--- config.mk ---
export PLATFORM = sky130hd
export DESIGN_NAME = death_anim_fetch
export DESIGN_NICKNAME = d
export VERILOG_FILES = /design/src/rtl/death_anim_fetch.sv
export SDC_FILE = /design/constraint.sdc
export NUM_CORES = 1
export LEC_CHECK = 0
export BUFFER_PORTS_ARGS = -buffer_cell sky130_fd_sc_hd__buf_2
export CAP_MARGIN = 20
export CORE_ASPECT_RATIO = 1.25
export CORE_UTILIZATION = 46
export DETAILED_ROUTE_END_ITERATION = 16
export GPL_TIMING_DRIVEN = 0
export PLACE_DENSITY = 0.77
export SLEW_MARGIN = 20
export SYNTH_ARGS = -nofsm -noshare
export SYNTH_HDL_FRONTEND = slang
export SYNTH_SLANG_ARGS = --single-unit
export TNS_END_PERCENT = 20
--- constraint.sdc ---
create_clock -name Clk -period 3.2 [get_ports Clk]
set_clock_uncertainty 0.2 [all_clocks]
set_input_delay 0.32 -clock Clk [delete_from_list [all_inputs] [get_ports Clk]]
set_output_delay 0.32 -clock Clk [all_outputs]
set_load 0.02 [all_outputs]
--- src/rtl/death_anim_fetch.sv ---
// rtl/death_anim_fetch.sv - death animation frame sequencer and sprite ROM fetch pipeline
// Optional build macro DEATH_ANIM_LOOP_EN: loop the animation forever instead of one-shot.
module death_anim_fetch #(
  parameter int          SPR_W        = 32,
  parameter int          SPR_H        = 32,
  parameter int          NUM_FRAMES   = 4,
  parameter int          HOLD_FRAMES  = 8,
  parameter logic [23:0] TRANSP_COLOR = 24'hfffed2
) (
  input  logic        Clk,
  input  logic        Reset,
  input  logic        frame_clk,
  input  logic        start,
  input  logic [9:0]  sprite_x,
  input  logic [9:0]  sprite_y,
  input  logic [9:0]  DrawX,
  input  logic [9:0]  DrawY,
  output logic [18:0] read_address,
  output logic [1:0]  frame_sel,
  input  logic [23:0] rom_data,
  output logic        pixel_on,
  output logic [23:0] pixel_rgb,
  output logic        busy,
  output logic        done
);

  localparam int HW = (HOLD_FRAMES > 1) ? $clog2(HOLD_FRAMES) : 1;
  localparam logic [HW-1:0] HOLD_LAST  = HW'(HOLD_FRAMES - 1);
  localparam logic [1:0]    FRAME_LAST = 2'(NUM_FRAMES - 1);

  typedef enum logic [1:0] {IDLE, PLAY, FINISH} state_t;

  state_t        state, state_n;
  logic [1:0]    frame_sel_n;
  logic [HW-1:0] hold_cnt, hold_cnt_n;
  logic [9:0]    pos_x, pos_y;
  logic          frame_clk_d, tick;
  logic          in_box, in_box_d;
  logic [10:0]   x_end, y_end;
  logic [9:0]    rel_x, rel_y;
`ifdef DEATH_ANIM_LOOP_EN
  logic          wrap_n, wrap_q;
`endif

  assign tick = frame_clk & ~frame_clk_d;

  always_ff @(posedge Clk) begin
    if (Reset) begin
      state       <= IDLE;
      frame_sel   <= 2'd0;
      hold_cnt    <= '0;
      pos_x       <= 10'd0;
      pos_y       <= 10'd0;
      frame_clk_d <= 1'b0;
      in_box_d    <= 1'b0;
      pixel_on    <= 1'b0;
      pixel_rgb   <= 24'd0;
`ifdef DEATH_ANIM_LOOP_EN
      wrap_q      <= 1'b0;
`endif
    end else begin
      state       <= state_n;
      frame_sel   <= frame_sel_n;
      hold_cnt    <= hold_cnt_n;
      frame_clk_d <= frame_clk;
      if (state == IDLE && start) begin
        pos_x <= sprite_x;
        pos_y <= sprite_y;
      end
      in_box_d  <= in_box & busy;
      pixel_on  <= in_box_d && (rom_data != TRANSP_COLOR);
      pixel_rgb <= (in_box_d && (rom_data != TRANSP_COLOR)) ? rom_data : 24'd0;
`ifdef DEATH_ANIM_LOOP_EN
      wrap_q    <= wrap_n;
`endif
    end
  end

  // frame_sel only moves on a vsync tick, so the selected ROM never changes mid-line
  always_comb begin
    state_n     = state;
    frame_sel_n = frame_sel;
    hold_cnt_n  = hold_cnt;
`ifdef DEATH_ANIM_LOOP_EN
    wrap_n      = 1'b0;
`endif
    case (state)
      IDLE: begin
        if (start) begin
          state_n     = PLAY;
          frame_sel_n = 2'd0;
          hold_cnt_n  = '0;
        end
      end
      PLAY: begin
        if (tick) begin
          if (hold_cnt == HOLD_LAST) begin
            hold_cnt_n = '0;
            if (frame_sel == FRAME_LAST) begin
`ifdef DEATH_ANIM_LOOP_EN
              frame_sel_n = 2'd0;
              wrap_n      = 1'b1;
`else
              state_n     = FINISH;
`endif
            end else begin
              frame_sel_n = frame_sel + 2'd1;
            end
          end else begin
            hold_cnt_n = hold_cnt + HW'(1);
          end
        end
      end
      FINISH:  state_n = IDLE;
      default: state_n = IDLE;
    endcase
  end

  always_comb begin
    busy = (state == PLAY);
`ifdef DEATH_ANIM_LOOP_EN
    done = wrap_q;
`else
    done = (state == FINISH);
`endif
  end

  // 11-bit box limits keep sprites near the right/bottom edge from wrapping
  assign x_end  = {1'b0, pos_x} + 11'(SPR_W);
  assign y_end  = {1'b0, pos_y} + 11'(SPR_H);
  assign in_box = (DrawX >= pos_x) && ({1'b0, DrawX} < x_end) &&
                  (DrawY >= pos_y) && ({1'b0, DrawY} < y_end);
  assign rel_x  = DrawX - pos_x;
  assign rel_y  = DrawY - pos_y;
  assign read_address = in_box ? (19'(rel_y) * 19'(SPR_W) + 19'(rel_x)) : 19'd0;

endmodule

==> results <==
- By startpoint and endpoint, the worst setup path is classified as flop to output pin.
- Setup violations remaining at the end of the flow were counted as 16.
- The final worst setup slack is -942 ps.
- The detail route stage leaves a number of antenna-violating nets equal to 0.
- The path class of the lowest-slack min-delay path is input pin to flop.
- The number of antenna cells inserted is 0.
- The worst reg2reg path endpoint is in_box_d$_SDFF_PP0_.
- The initial DRC count is 107.
- The area added between synthesis and finish is 28.5%.
- The synthesized design contains 0 enable-type register cells.
- The share of synthesized area in the top cell type comes to 0.312.
- The CTS clock-pin slew for the worst setup and hold paths is 100 ps.
- The number of clock sinks is 54.
- The worst min-delay path startpoint is rom_data[3].
- The cell type with the highest occurrence count on the critical path is sky130_fd_sc_hd__o21a_1.
- Derived from the worst setup path, the maximum achievable clock frequency is 0.241 GHz.
- The region available for standard cell placement spans 0.00731 mm^2.
- STA puts the critical path data required time at 2680 ps.
- The checks that failed: setup timing.
- The synthesized design contains 54 register bits.
- The total global routing overflow is 0.
- The instance count along the most critical hold path is 2.
- The number of H-tree branching levels is 2.
- The number of cell instances on the worst register-to-register path is 9.
- After detailed routing, the number of remaining DRC violations is 0.
- Dividing the detail-routed wire length by the instance count gives 13.0 um.
- The startpoint of the most critical register-to-register path is pos_y[0]$_SDFFE_PP0P_.
- Across every metal layer, demand over resource in global routing totals 0.223.
- Summing internal, switching and leakage power gives 1760 uW.
- The buffering stage count on the worst path with inverters included is 2.
- The largest fanout on the critical path is 3.
- The path with the worst hold slack has its endpoint at pixel_rgb[3]$_SDFF_PP0_.
- The clock root buffer is sky130_fd_sc_hd__clkbuf_8.
- The maximum number of pins on one net before global-route repair is 17.
- Before antenna repair, the detailed router went through 4 iterations.
- The number of rows created at floorplan is 35.
- The reg-to-reg setup timing slack is 610 ps.
- In this design, the stage delay of the slowest critical-path cell is 400 ps.
- The cell with the largest stage delay on the worst path is sky130_fd_sc_hd__or4_1.
- The floorplan step set the die width to 79.6 um.
- In this run the count of I/O pins placed on the die edge is 116.
- The port buffer count is 112.
- The starting utilization of the core area is 0.474.
- The endpoint kind of the worst setup timing path is an output pin.
- Headroom to the max-slew limit came out at 0.533.
- The max-slew violation total from the final report is 0.
- The run finished, with violations left.
- For the worst-skew pair, the clock arrives at the later sink with an insertion delay of 310 ps.
- The floorplan step defined a die boundary enclosing 0.00789 mm^2.
- At the end of the flow, the number of nets in the layout was 664.
- The deepest clock path buffer count is 2.
- In this run, post-CTS hold repair placed 0 buffers.
- The via count of the first global-routing pass is 3,216.
- After synthesis, the most frequently instantiated cells are 58 x sky130_fd_sc_hd__nand2_1, 54 x sky130_fd_sc_hd__dfxtp_1, 42 x sky130_fd_sc_hd__a21oi_1.
- Using the TritonRoute via totals, the vias-per-cell ratio works out to 5.16.
- The library cell with the largest summed area after synthesis is sky130_fd_sc_hd__dfxtp_1.
- Grouping stages by cell kind, the critical path spends the most delay in compound AO/OA/AOI/OAI gates.
- Traced cell by cell, the critical path runs through inv_2 > ha_4 > nor2b_1 > o21a_1 > o211ai_1 > a21oi_2 > o21a_1 > or4_1 > o211ai_1 > ha_1 > o21a_1 > o21a_1 > and3_4 > nor3b_2 > buf_4.
- The Yosys warning count is 0.
- The first global-routing pass estimated 14,000 um of wire.
- The share of async-settable or async-resettable flops after synthesis is 0.
- The fraction of layout instances using a drive strength above 1 is 0.307.
- The slew of the pin with the lowest slew margin is 698 ps.
- The total via count after detailed routing is 3,332.
- The number of clock buffers added by TritonCTS is 5.
- In this run the mean area of a mapped cell was 8.17 um^2.
- In the post-synthesis netlist, the biggest area contributors are sky130_fd_sc_hd__dfxtp_1 31%, sky130_fd_sc_hd__ha_1 14%, sky130_fd_sc_hd__nand2_1 6.3%.
- The total power divided by cell area is 396 mW/mm^2.
- The initial antenna violation count is 0.
- The clock tree from TritonCTS is done.
- The minimum hold slack is 21.1 ps.
- The predominant post-synthesis flop cell is sky130_fd_sc_hd__dfxtp_1.
- STA classifies the critical path startpoint as a flop.
- By instance count, the leading cell after synthesis is sky130_fd_sc_hd__nand2_1.
- The weighted congestion at the end of routability-driven global placement is 0.819.
- IR analysis of the VDD net gives a maximum drop of 0.315 mV.
- Max-cap violations in this run came to 0.
- Counting I/O delays and the setup requirement, the final critical path takes 4140 ps.
- The floorplan step set the die height to 99.0 um.
- The wire length reported by the detailed router is 8430 um.
- The final critical-path share of the clock period is 1.29.
- The fraction of the yosys area taken by sequential cells is 0.312.
- After legalization and detailed placement, the total HPWL measured 6950 um.
- The worst path arrival time is 3620 ps.
- The mapped netlist covers 0.00346 mm^2.
- The hold violation total from the final report came to 0.
- Synthesis handed over a netlist of 424 instances.
- The cell leakage power is 0.00209 uW.
- The number of unique standard cell types used by synthesis is 53.
- Setup repair after global routing could not meet its margin everywhere.
[how the worst max path moves through the flow]
stage | from | to | slack, ps | cells after the start
3_3_place_gp | DrawX[0] | read_address[14] | -700 | 19
4_1_cts | pos_x[1]$_SDFFE_PP0P_ | read_address[15] | -890 | 15
5_1_grt | pos_x[1]$_SDFFE_PP0P_ | read_address[15] | -1090 | 15
3_5_place_dp | DrawX[0] | read_address[14] | -770 | 19
2_1_floorplan | pos_x[1]$_SDFFE_PP0P_ | read_address[13] | -330 | 14
6_report | pos_x[1]$_SDFFE_PP0P_ | read_address[15] | -940 | 15
[power by group]
part	switching [uW]	leakage, uW	internal [uW]
clock	217	0.0000489	179
sequential	15.7	0.000440	691
combinational	366	0.00160	292
total	599	0.00209	1160
[state kept, by name (all words and copies together) (netlist names)]
register     count
frame_clk_d      1
frame_sel        2
hold_cnt         3
in_box_d         1
pixel_on         1
pixel_rgb       24
pos_x           10
pos_y           10
state            2
[placed cells by master (no fill, tap or decap), types with 3 or more instances in the layout]
| master | synthesis | layout |
|---|---|---|
| sky130_fd_sc_hd__nor2_2 | 8 | 8 |
| sky130_fd_sc_hd__buf_4 | 3 | 14 |
| sky130_fd_sc_hd__a21oi_4 | 0 | 3 |
| sky130_fd_sc_hd__ha_1 | 40 | 38 |
| sky130_fd_sc_hd__nand3_1 | 11 | 11 |
| sky130_fd_sc_hd__buf_2 | 0 | 106 |
| sky130_fd_sc_hd__a21o_1 | 7 | 7 |
| sky130_fd_sc_hd__clkbuf_1 | 8 | 9 |
| sky130_fd_sc_hd__o211ai_1 | 4 | 4 |
| sky130_fd_sc_hd__a21oi_2 | 2 | 3 |
| sky130_fd_sc_hd__buf_6 | 1 | 3 |
| sky130_fd_sc_hd__mux2i_1 | 3 | 3 |
| sky130_fd_sc_hd__xnor2_1 | 16 | 16 |
| sky130_fd_sc_hd__and3_1 | 4 | 3 |
| sky130_fd_sc_hd__nand4_1 | 5 | 5 |
| sky130_fd_sc_hd__clkbuf_8 | 0 | 6 |
| sky130_fd_sc_hd__dfxtp_2 | 0 | 4 |
| sky130_fd_sc_hd__nand2_1 | 58 | 58 |
| sky130_fd_sc_hd__a21oi_1 | 42 | 38 |
| sky130_fd_sc_hd__nor3_1 | 15 | 11 |
| sky130_fd_sc_hd__dfxtp_1 | 54 | 50 |
| sky130_fd_sc_hd__conb_1 | 1 | 3 |
| sky130_fd_sc_hd__and2_1 | 24 | 24 |
| sky130_fd_sc_hd__o21a_1 | 8 | 8 |
| sky130_fd_sc_hd__inv_1 | 37 | 36 |
| sky130_fd_sc_hd__nor3_2 | 0 | 3 |
| sky130_fd_sc_hd__nor2_1 | 18 | 18 |
| sky130_fd_sc_hd__nor2b_1 | 12 | 9 |
[layout make-up]
| type | count | area [um^2] |
|---|---|---|
| Sequential cell | 54 | 1090 |
| Tap cell | 92 | 115 |
| Buffer | 13 | 71.3 |
| Clock buffer | 7 | 86.3 |
| Multi-Input combinational cell | 322 | 2300 |
| Inverter | 37 | 139 |
| Timing Repair Buffer | 120 | 647 |
| Clock inverter | 1 | 8.76 |
| Fill cell | 651 | 2860 |
[kinds of logic (layout without fill, tap and decap cells)]
kind of cell | count (synthesis) | in the layout | synth area share
and+or+nand+nor | 169 | 169 | 0.250
AOI/OAI and AO/OA | 86 | 86 | 0.161
DFF | 54 | 54 | 0.312
buffers and inverters | 50 | 178 | 0.0596
adders and majority gates | 43 | 43 | 0.162
xor gates and xnor gates | 18 | 18 | 0.0455
muxes | 3 | 3 | 0.00867
other | 1 | 3 | 0.00108
[timing repair]
| action | CTS | global route |
|---|---|---|
| resized for setup | 15 | 13 |
| endpoints found under the setup margin | 16 | 16 |
| setup buffers | 8 | 0 |
| pin swaps | 12 | 6 |
| cloned | 0 | 0 |
[metrics by stage]
stage / instance area [um^2] / util / cells / setup TNS (ps) / setup WS [ps]
finish: 4450 / 0.609 / 646 / -8080 / -942
global route: 4450 / 0.609 / 646 / -10920 / -1090
CTS: 4420 / 0.604 / 646 / -8700 / -892
detailed placement: 4200 / 0.575 / 630 / -5010 / -770
global placement: 4200 / 0.575 / 630 / -4360 / -699
floorplan: 3530 / - / 426 / -1850 / -326
[layer usage]
| metal | up-vias | global-route usage | share of wire |
|---|---|---|---|
| li1 | 1706 | - | - |
| met1 | 1508 | 0.237 | 0.39 |
| met2 | 104 | 0.429 | 0.53 |
| met3 | 14 | 0.0500 | 0.063 |
| met4 | 0 | 0.0629 | 0.017 |
| met5 | - | 0 | 0 |
Note: power is estimated with default switching activity, not from simulation.
